$ cat src/rtl/muldiv_pkg.sv
// Shared definitions for the MULT/DIV/MTHI/MTLO execute-stage unit:
// ex_op encodings, controller state encoding and default timing constants.
package muldiv_pkg;

    localparam logic [2:0] OP_NONE  = 3'd0;
    localparam logic [2:0] OP_MULT  = 3'd1;
    localparam logic [2:0] OP_MULTU = 3'd2;
    localparam logic [2:0] OP_DIV   = 3'd3;
    localparam logic [2:0] OP_DIVU  = 3'd4;
    localparam logic [2:0] OP_MTHI  = 3'd5;
    localparam logic [2:0] OP_MTLO  = 3'd6;

    localparam int MUL_CYCLES_DEF  = 4;
    localparam int DIV_TIMEOUT_DEF = 64;

    typedef enum logic [1:0] {
        IDLE     = 2'd0,
        MUL_BUSY = 2'd1,
        DIV_BUSY = 2'd2
    } state_e;

endpackage

$ cat src/rtl/muldiv_hilo_unit_hilo_regs.sv
// Architectural HI/LO register pair. A multiply/divide completion writes
// both halves and wins over MTHI/MTLO; MTHI and MTLO each write one half.
module hilo_regs (
    input  logic        clock,
    input  logic        reset,
    input  logic        cmp_we,
    input  logic [31:0] cmp_hi,
    input  logic [31:0] cmp_lo,
    input  logic        hi_we,
    input  logic [31:0] hi_data,
    input  logic        lo_we,
    input  logic [31:0] lo_data,
    output logic [31:0] hi_o,
    output logic [31:0] lo_o
);

    // HI/LO storage with completion-first write priority
    always_ff @(posedge clock) begin
        if (reset) begin
            hi_o <= 32'd0;
            lo_o <= 32'd0;
        end else if (cmp_we) begin
            hi_o <= cmp_hi;
            lo_o <= cmp_lo;
        end else begin
            if (hi_we) hi_o <= hi_data;
            if (lo_we) lo_o <= lo_data;
        end
    end

endmodule

$ cat src/rtl/muldiv_hilo_unit.sv
// EX-stage controller for MULT/MULTU/DIV/DIVU/MTHI/MTLO. Stalls the
// pipeline while a multiply counts down or the external divider runs,
// then writes the result into HI/LO. Handshake with the divider:
// div_start is a registered level, raised at issue and held (with stable
// div_op1/div_op2/div_unsigned) until the div_done pulse, a flush, or the
// busy timeout; it always drops for at least one cycle between divides.
// Optional build macro MULDIV_DIVZERO_FAST_EN: a divide by zero retires in
// its issue cycle without starting the divider and leaves HI/LO unchanged.
module muldiv_hilo_unit
    import muldiv_pkg::*;
#(
    parameter int MUL_CYCLES  = MUL_CYCLES_DEF,
    parameter int DIV_TIMEOUT = DIV_TIMEOUT_DEF
) (
    input  logic        clock,
    input  logic        reset,
    input  logic        ex_valid,
    input  logic [2:0]  ex_op,
    input  logic [31:0] ex_rs_data,
    input  logic [31:0] ex_rt_data,
    input  logic        flush,
    output logic        stall_out,
    output logic        div_start,
    output logic        div_unsigned,
    output logic [31:0] div_op1,
    output logic [31:0] div_op2,
    input  logic [63:0] div_result,
    input  logic        div_done,
    output logic [31:0] hi_o,
    output logic [31:0] lo_o
);

    localparam int MCW = (MUL_CYCLES > 1) ? $clog2(MUL_CYCLES) : 1;
    localparam int BCW = $clog2(DIV_TIMEOUT + 1);
    localparam logic [MCW-1:0] MUL_LOAD  = MCW'(MUL_CYCLES - 1);
    localparam logic [BCW-1:0] BUSY_LAST = BCW'(DIV_TIMEOUT - 1);

    state_e         state, state_next;
    logic [MCW-1:0] mul_cnt;
    logic [BCW-1:0] busy_cnt;
    logic [31:0]    mul_a, mul_b;
    logic           mul_signed;
    logic [63:0]    mul_a_ext, mul_b_ext, product;
    logic           is_mul, is_div;
    logic           issue_mul, issue_div;
    logic           hi_we, lo_we, cmp_we;
    logic [31:0]    cmp_hi, cmp_lo;

    assign is_mul = (ex_op == OP_MULT) || (ex_op == OP_MULTU);
    assign is_div = (ex_op == OP_DIV)  || (ex_op == OP_DIVU);

    // Sign- or zero-extended operands give the 33x33 signed product's low 64 bits
    assign mul_a_ext = {{32{mul_signed & mul_a[31]}}, mul_a};
    assign mul_b_ext = {{32{mul_signed & mul_b[31]}}, mul_b};
    assign product   = mul_a_ext * mul_b_ext;

    // Next state, stall and write decisions; flush always wins over completion
    always_comb begin
        state_next = state;
        stall_out  = 1'b0;
        issue_mul  = 1'b0;
        issue_div  = 1'b0;
        hi_we      = 1'b0;
        lo_we      = 1'b0;
        cmp_we     = 1'b0;
        cmp_hi     = 32'd0;
        cmp_lo     = 32'd0;
        case (state)
            IDLE: begin
                if (ex_valid && !flush) begin
                    if (is_mul) begin
                        stall_out  = 1'b1;
                        issue_mul  = 1'b1;
                        state_next = MUL_BUSY;
                    end else if (is_div) begin
`ifdef MULDIV_DIVZERO_FAST_EN
                        if (ex_rt_data == 32'd0) begin
                            // retires in place: no divider run, no write
                        end else
`endif
                        begin
                            stall_out  = 1'b1;
                            issue_div  = 1'b1;
                            state_next = DIV_BUSY;
                        end
                    end else if (ex_op == OP_MTHI) begin
                        hi_we = 1'b1;
                    end else if (ex_op == OP_MTLO) begin
                        lo_we = 1'b1;
                    end
                end
            end
            MUL_BUSY: begin
                if (flush) begin
                    state_next = IDLE;
                end else if (mul_cnt != '0) begin
                    stall_out = 1'b1;
                end else begin
                    cmp_we     = 1'b1;
                    cmp_hi     = product[63:32];
                    cmp_lo     = product[31:0];
                    state_next = IDLE;
                end
            end
            DIV_BUSY: begin
                if (flush) begin
                    state_next = IDLE;
                end else if (div_done) begin
                    cmp_we     = 1'b1;
                    cmp_hi     = div_result[63:32];
                    cmp_lo     = div_result[31:0];
                    state_next = IDLE;
                end else if (busy_cnt == BUSY_LAST) begin
                    state_next = IDLE;
                end else begin
                    stall_out = 1'b1;
                end
            end
            default: state_next = IDLE;
        endcase
    end

    // State, counters, operand latches and the divider start level
    always_ff @(posedge clock) begin
        if (reset) begin
            state        <= IDLE;
            mul_cnt      <= '0;
            busy_cnt     <= '0;
            mul_a        <= 32'd0;
            mul_b        <= 32'd0;
            mul_signed   <= 1'b0;
            div_start    <= 1'b0;
            div_unsigned <= 1'b0;
            div_op1      <= 32'd0;
            div_op2      <= 32'd0;
        end else begin
            state <= state_next;
            if (issue_mul) begin
                mul_a      <= ex_rs_data;
                mul_b      <= ex_rt_data;
                mul_signed <= (ex_op == OP_MULT);
                mul_cnt    <= MUL_LOAD;
            end else if (state == MUL_BUSY && mul_cnt != '0) begin
                mul_cnt <= mul_cnt - 1'b1;
            end
            if (issue_div) begin
                div_start    <= 1'b1;
                div_unsigned <= (ex_op == OP_DIVU);
                div_op1      <= ex_rs_data;
                div_op2      <= ex_rt_data;
                busy_cnt     <= '0;
            end else if (state == DIV_BUSY) begin
                if (state_next == IDLE) div_start <= 1'b0;
                else                    busy_cnt  <= busy_cnt + 1'b1;
            end
        end
    end

    hilo_regs u_hilo_regs (
        .clock   (clock),
        .reset   (reset),
        .cmp_we  (cmp_we),
        .cmp_hi  (cmp_hi),
        .cmp_lo  (cmp_lo),
        .hi_we   (hi_we),
        .hi_data (ex_rs_data),
        .lo_we   (lo_we),
        .lo_data (ex_rs_data),
        .hi_o    (hi_o),
        .lo_o    (lo_o)
    );

endmodule

$ cat config.mk
export PLATFORM = sky130hd
export DESIGN_NAME = muldiv_hilo_unit
export DESIGN_NICKNAME = d
export VERILOG_FILES = /design/src/rtl/muldiv_pkg.sv /design/src/rtl/muldiv_hilo_unit_hilo_regs.sv /design/src/rtl/muldiv_hilo_unit.sv
export SDC_FILE = /design/constraint.sdc
export NUM_CORES = 2
export LEC_CHECK = 0
export BUFFER_PORTS_ARGS = -buffer_cell sky130_fd_sc_hd__clkbuf_2
export CORE_MARGIN = 10
export CORE_UTILIZATION = 40
export DETAILED_ROUTE_END_ITERATION = 10
export PLACE_DENSITY = 0.59
export SYNTH_ARGS = -nofsm -noshare
export SYNTH_HDL_FRONTEND = slang
export SYNTH_SLANG_ARGS = --single-unit
$ cat constraint.sdc
create_clock -name clock -period 11.8 [get_ports clock]
set_clock_uncertainty 0.2 [all_clocks]
set_input_delay 2.36 -clock clock [delete_from_list [all_inputs] [get_ports clock]]
set_output_delay 2.36 -clock clock [all_outputs]
set_load 0.05 [all_outputs]
# Word level (Yosys, flattened, before mapping)
# Index checks and enable logic that the tools add are counted.
[classes]
mux = 59
n_addsub = 2
multipliers = 1
reduce_logical = 16
bitwise_logic = 3
n_eq_ne = 9
[op_table]
columns = ["cell", "n"]
rows = [
  ["$mux W32", 12],
  ["$pmux W32 S2", 2],
  ["$mul A33 B33 Y64", 1],
  ["$mux W1", 32],
  ["$mux W2", 10],
  ["$reduce_bool A2 Y1", 6],
  ["$eq A3 B3 Y1 const B", 3],
  ["$add A7 B1 Y7 const B", 1],
  ["$eq A7 B6 Y1 const B", 1],
  ["$eq A3 B2 Y1 const B", 2],
  ["$pmux W2 S3", 1],
  ["$logic_not A2 Y1", 2],
  ["$reduce_and A2 Y1", 2],
  ["$eq A3 B1 Y1 const B", 1],
  ["$pmux W1 S3", 1],
  ["$and A1 B1 Y1", 2],
  ["$eq A2 B1 Y1 const B", 1],
  ["$eq A2 B2 Y1 const B", 1],
  ["$logic_and A1 B1 Y1", 2],
  ["$logic_or A1 B1 Y1", 2],
  ["$pmux W1 S2", 1],
  ["$reduce_or A2 Y1", 1],
  ["$sub A2 B1 Y2 const B", 1],
  ["$logic_not A1 Y1", 1],
  ["$not A1 Y1", 1],
]
[word_totals]
word_cells = 102
out_inout_bits = 131
reg_bits = 206
input_bits = 136

# Depth between registers and ports, before layout
[logic_depth]
ltp_word = 10
ltp_mapped = 31
mapped_depth_nobuf = 28

# Hierarchy
# Synthesis repeated with hierarchy kept, for this count alone.
[unflattened]
cells_unflattened = 5310
hier_area_um2 = 47394.2
[by_module_without_submodules]
columns = ["module", "seq_area_each_um2", "instances", "cells_each", "area_per_inst_um2"]
rows = [
  ["muldiv_hilo_unit", 2842.7, 1, 5025, 44169.9],
  ["hilo_regs", 1281.2, 1, 285, 3224.3],
]

# Worst setup path before layout
# No wires, ideal clock.
[synth_timing]
kind = "register to register"
from = "register mul_a[31]"
to = "register u_hilo_regs.hi_o[29]"
synth_period_minus_slack_ns = 8.118
t_required_ns = 11.504
n_path_buf = 2
stages_incl_launch_ff = 30
path_slack_ns = 3.682
t_arrival_ns = 7.822
cell_sequence = "dfxtp_1 -> clkbuf_1 -> and2_1 -> clkbuf_1 -> nand2_1 -> inv_1 -> fa_1 -> inv_1 -> fa_1 -> inv_1 -> fa_1 -> fa_1 -> inv_1 -> fa_1 -> inv_1 -> fa_1 -> inv_1 -> fa_1 -> fa_1 -> inv_1 -> ha_1 -> a21o_1 -> a21oi_1 -> nor2_1 -> a211oi_1 -> inv_1 -> nor4_4 -> o31ai_4 -> mux2i_1 -> o41ai_2"
[synth_between]
elab_chain_cells = 6
[synth_lines]
columns = ["element", "line", "text"]
rows = [
  ["start: declaration", "muldiv_hilo_unit.sv:41", "logic [31:0] mul_a, mul_b;"],
  ["start signal: assignment", "muldiv_hilo_unit.sv:139", "mul_a <= ex_rs_data;"],
  ["$and A1 B1 Y1", "muldiv_hilo_unit.sv:53", "assign mul_a_ext = {{32{mul_signed & mul_a[31]}}, mul_a};"],
  ["$mul A33 B33 Y64 *", "muldiv_hilo_unit.sv:55", "assign product = mul_a_ext * mul_b_ext;"],
  ["$mux W32 *", "muldiv_hilo_unit.sv:96", "end else if (mul_cnt != '0) begin"],
  ["$mux W32 *", "muldiv_hilo_unit.sv:94", "if (flush) begin"],
  ["$pmux W32 S2 *", "muldiv_hilo_unit.sv:68", "case (state)"],
  ["$mux W32 *", "muldiv_hilo_unit_hilo_regs.sv:22", "end else if (cmp_we) begin"],
  ["end signal: assignment", "muldiv_hilo_unit_hilo_regs.sv:23", "hi_o <= cmp_hi;"],
  ["end signal: assignment", "muldiv_hilo_unit_hilo_regs.sv:26", "if (hi_we) hi_o <= hi_data;"],
  ["end: declaration", "muldiv_hilo_unit_hilo_regs.sv:13", "output logic [31:0] hi_o,"],
]
# Every way passes the cells marked *; elsewhere a longest branch is shown, timed or not.
# A chain may end at the register's enable or synchronous reset.

# Worst setup path in the final report
[layout_timing]
from = "register mul_b[31]"
to = "register u_hilo_regs.hi_o[29]"
[layout_between]
elab_chain_cells = 6
[layout_lines]
columns = ["element", "line", "text"]
rows = [
  ["start: declaration", "muldiv_hilo_unit.sv:41", ""],
  ["start signal: assignment", "muldiv_hilo_unit.sv:140", "mul_b <= ex_rt_data;"],
  ["$and A1 B1 Y1", "muldiv_hilo_unit.sv:54", "assign mul_b_ext = {{32{mul_signed & mul_b[31]}}, mul_b};"],
  ["$mul A33 B33 Y64 *", "muldiv_hilo_unit.sv:55", ""],
  ["$mux W32 *", "muldiv_hilo_unit.sv:96", ""],
  ["$mux W32 *", "muldiv_hilo_unit.sv:94", ""],
  ["$pmux W32 S2 *", "muldiv_hilo_unit.sv:68", ""],
  ["$mux W32 *", "muldiv_hilo_unit_hilo_regs.sv:22", ""],
]
# Marks and branches as above.

==> results.md <==
* Status: finished, final reports clean
* Initial antenna violation count at 10
* Rel. slew slack at 21.3%
* H-tree depth at 1
* IO Port Bufs at around 270
* Sequential area share after synthesis at under 10%
* Most frequent cells in the layout: inv_1, fa_1, nand2_1
* R2r setup slk at 2.35 ns
* Most common library cell in the layout ignoring fill and taps: inv_1
* Seq cells post-synth at 206
* Crit path DAT at 9.72 ns
* Hold_buf cts at 0
* Total Wirelength at 148 mm
* Mapped cell area at between 40000 and 50000 um^2
* Core region area at 116000 um^2
* Startpoint types: flop
* RSZ-0062 raised after global routing: false
* Min Clock Period, post-route at 9.45 ns
* Largest cells by area after synthesis: fa_1, inv_1, dfxtp_1
* Vias in the first global route at 37792
* Layout cell share with drive strength beyond 1 at 8.08%
* Layout Nets at 6744
* Yosys top cell area share at 48.4%
* Setup TNS at 0 ns
* Worst Setup End Kind: flop
* Reg clk slew, reported paths at 0.06 ns
* Die height at 361 um
* Remaining DRCs at 0
* Total of max-cap violations at 0
* GPL Wtd Cong at 0.991
* CP Class: flop to flop
* Antenna-violating nets left at 0
* Clock sink total at 206
* Fillers at 11545
* P per Cell Area at 37.5 nW/um^2
* Via density at between 5 and 6
* Initial Utilization at between 40% and 50%
* First-pass GRT wire length at 229 mm
* Max frequency at approximately 110 MHz
* TritonCTS clock tree: built
* Max IR drop VDD at 0.110 mV
* Drt wl/cell at around 22 um
* # rows at about 130
* Hold crit path type: flop to flop
* CP Max Fanout at 35
* Ys async rst share at 0%
* Syn avg cell area at 8.91 um^2
* Area Overhead vs Synth at 7.68%
* Leak pwr at 24.0 nW
* Io pins at 267
* Post_cts resized at 0
* Post-CTS Setup Repair Bufs at 0
* Leading area contributor after synthesis: fa_1
* Final Hold Vio Count at 0
* Mapped Cells at 5217
* Synth cell types at 71
* Top FF cell, synth: dfxtp_1
* Root buffer cell: clkbuf_16
* GRT overflow at 0
* Half-perimeter wire length after placement at approximately 120 mm
* Die extent in x at 361 um
* Vias post-DR at 35634
* Hold Slack at 0.252 ns
* Final Max Slew Viols at 0
* Number of synthesized flops with an enable pin at 0
* Syn Nets at 6696
* Gr usage total at 22.7%
* Warnings from Yosys at 0
* Clk buf depth at 3
* Pin count of the biggest net entering global routing at approximately 100
* Slew @ Worst Pin at 1.18 ns
* # setup viols final at 0
* Clock latency on the worst-skew pair at 0.57 ns
* DRT iter0 DRCs at 2678
* TritonCTS Buffers at 26
* Die area at 130000 um^2
* Drt pass-1 iters at 6
* Critical Path RT at roughly 12 ns
* Crit share post-route at between 80% and 90%
==> cell type report <==
type / count / area [um^2] / share of cell area [%]
Tap cell: 1524 / 1910 / 3.81
Inverter: 1139 / 4280 / 8.54
Clock inverter: 13 / 169 / 0.337
Antenna cell: 8 / 20.0 / 0.0400
Clock buffer: 35 / 714 / 1.43
Multi-Input combinational cell: 3551 / 36900 / 73.8
Timing Repair Buffer: 341 / 1910 / 3.82
Sequential cell: 206 / 4140 / 8.26
==> path summary, 6_finish.rpt <==
path,startpoint,end,depth (start not counted)
setup / recovery,mul_b[31],u_hilo_regs.hi_o[29],25
hold / removal,div_op2[8],div_op2[8],2
setup reg to reg,mul_b[31],u_hilo_regs.hi_o[29],25
hold reg to reg,div_op2[8],div_op2[8],2
==> registers in the layout, indices dropped and copies added, names as in the netlist <==
signal            count
busy_cnt              7
mul_cnt               2
div_op2              32
u_hilo_regs.lo_o     32
mul_b                32
div_op1              32
mul_signed            1
u_hilo_regs.hi_o     32
div_unsigned          1
mul_a                32
div_start             1
state                 2
==> stage by stage <==
| stage | power (W) | instance area, um^2 | cells | util (%) | setup slack [ns] |
|---|---|---|---|---|---|
| final | 0.00188 | 50100 | 6817 | 43.3 | 2.35 |
| after global routing | 0.00193 | 50100 | 6813 | 43.2 | 2.05 |
| after CTS | 0.00188 | 50000 | 6809 | 43.2 | 2.45 |
| after detailed placement | 0.00105 | 49200 | 6761 | 42.5 | 2.51 |
| after global placement | 0.00104 | 49200 | 6761 | 42.5 | 2.63 |
| after floorplan | 0.000902 | 46500 | 5217 | - | 3.68 |
==> cells by family after synthesis <==
group                    count (synthesis)  share of synthesized area [%]
buffers and inverters                 1460                           11.8
AO/OA/AOI/OAI                          471                           6.57
adder cells (fa/ha/maj)               1343                           54.3
AND/OR/NAND/NOR                       1593                           15.5
XOR/XNOR                                76                           1.43
multiplexers                            68                           1.47
flip-flops                             206                           8.87
==> power breakdown <==
| part | switching (W) | leakage, nW | internal (W) | total [W] |
|---|---|---|---|---|
| registers | 0.0000255 | 1.67 | 0.000711 | 0.000736 |
| clock network | 0.000346 | 0.420 | 0.000494 | 0.000839 |
| logic | 0.000223 | 21.9 | 0.0000774 | 0.000301 |
==> routing by layer <==
| layer | share of wire, % | GRT usage [%] | wire length (um) | vias up |
|---|---|---|---|---|
| met2 | 50 | 39.6 | 74600 | 1182 |
| li1 | - | - | - | 15494 |
| met3 | 6.0 | 2.97 | 8930 | 277 |
| met5 | 0.0088 | 0 | 13 | - |
| met4 | 4.4 | 8.47 | 6570 | 2 |
| met1 | 39 | 28.6 | 57900 | 18679 |
==> synth_stat cells (all sizes together), types with 7 or more instances <==
cell and n:
a211oi 58, a21o 27, a21oi 211, a221oi 40, a31oi 8, and2 362
and3 26, buf 21, clkbuf 300, dfxtp 206, fa 1125, ha 218
inv 1139, mux2i 66, nand2 1014, nand2b 13, nand3 16, nand4 11
nor2 82, nor2b 13, nor3 22, o211ai 8, o21a 10, o21ai 49
o21bai 7, or2 13, xnor2 49, xor2 27
==> critical path, stage by stage, from the launching register on <==
cell,delay (ns)
dfxtp_1,0.31
buf_4,0.40
nand2_1,0.79
or2_2,0.60
fa_1,0.46
fa_1,0.49
inv_1,0.05
fa_1,0.49
fa_1,0.45
fa_1,0.49
inv_1,0.05
fa_1,0.48
inv_1,0.05
fa_1,0.52
fa_1,0.42
ha_1,0.38
a21oi_1,0.16
o21ai_0,0.16
and3_1,0.22
o41ai_1,0.69
o211ai_1,0.29
o211a_4,0.33
nor4_4,0.27
o31ai_4,0.13
mux2i_1,0.15
o41ai_2,0.31
Power figures use the tool's default switching activity.
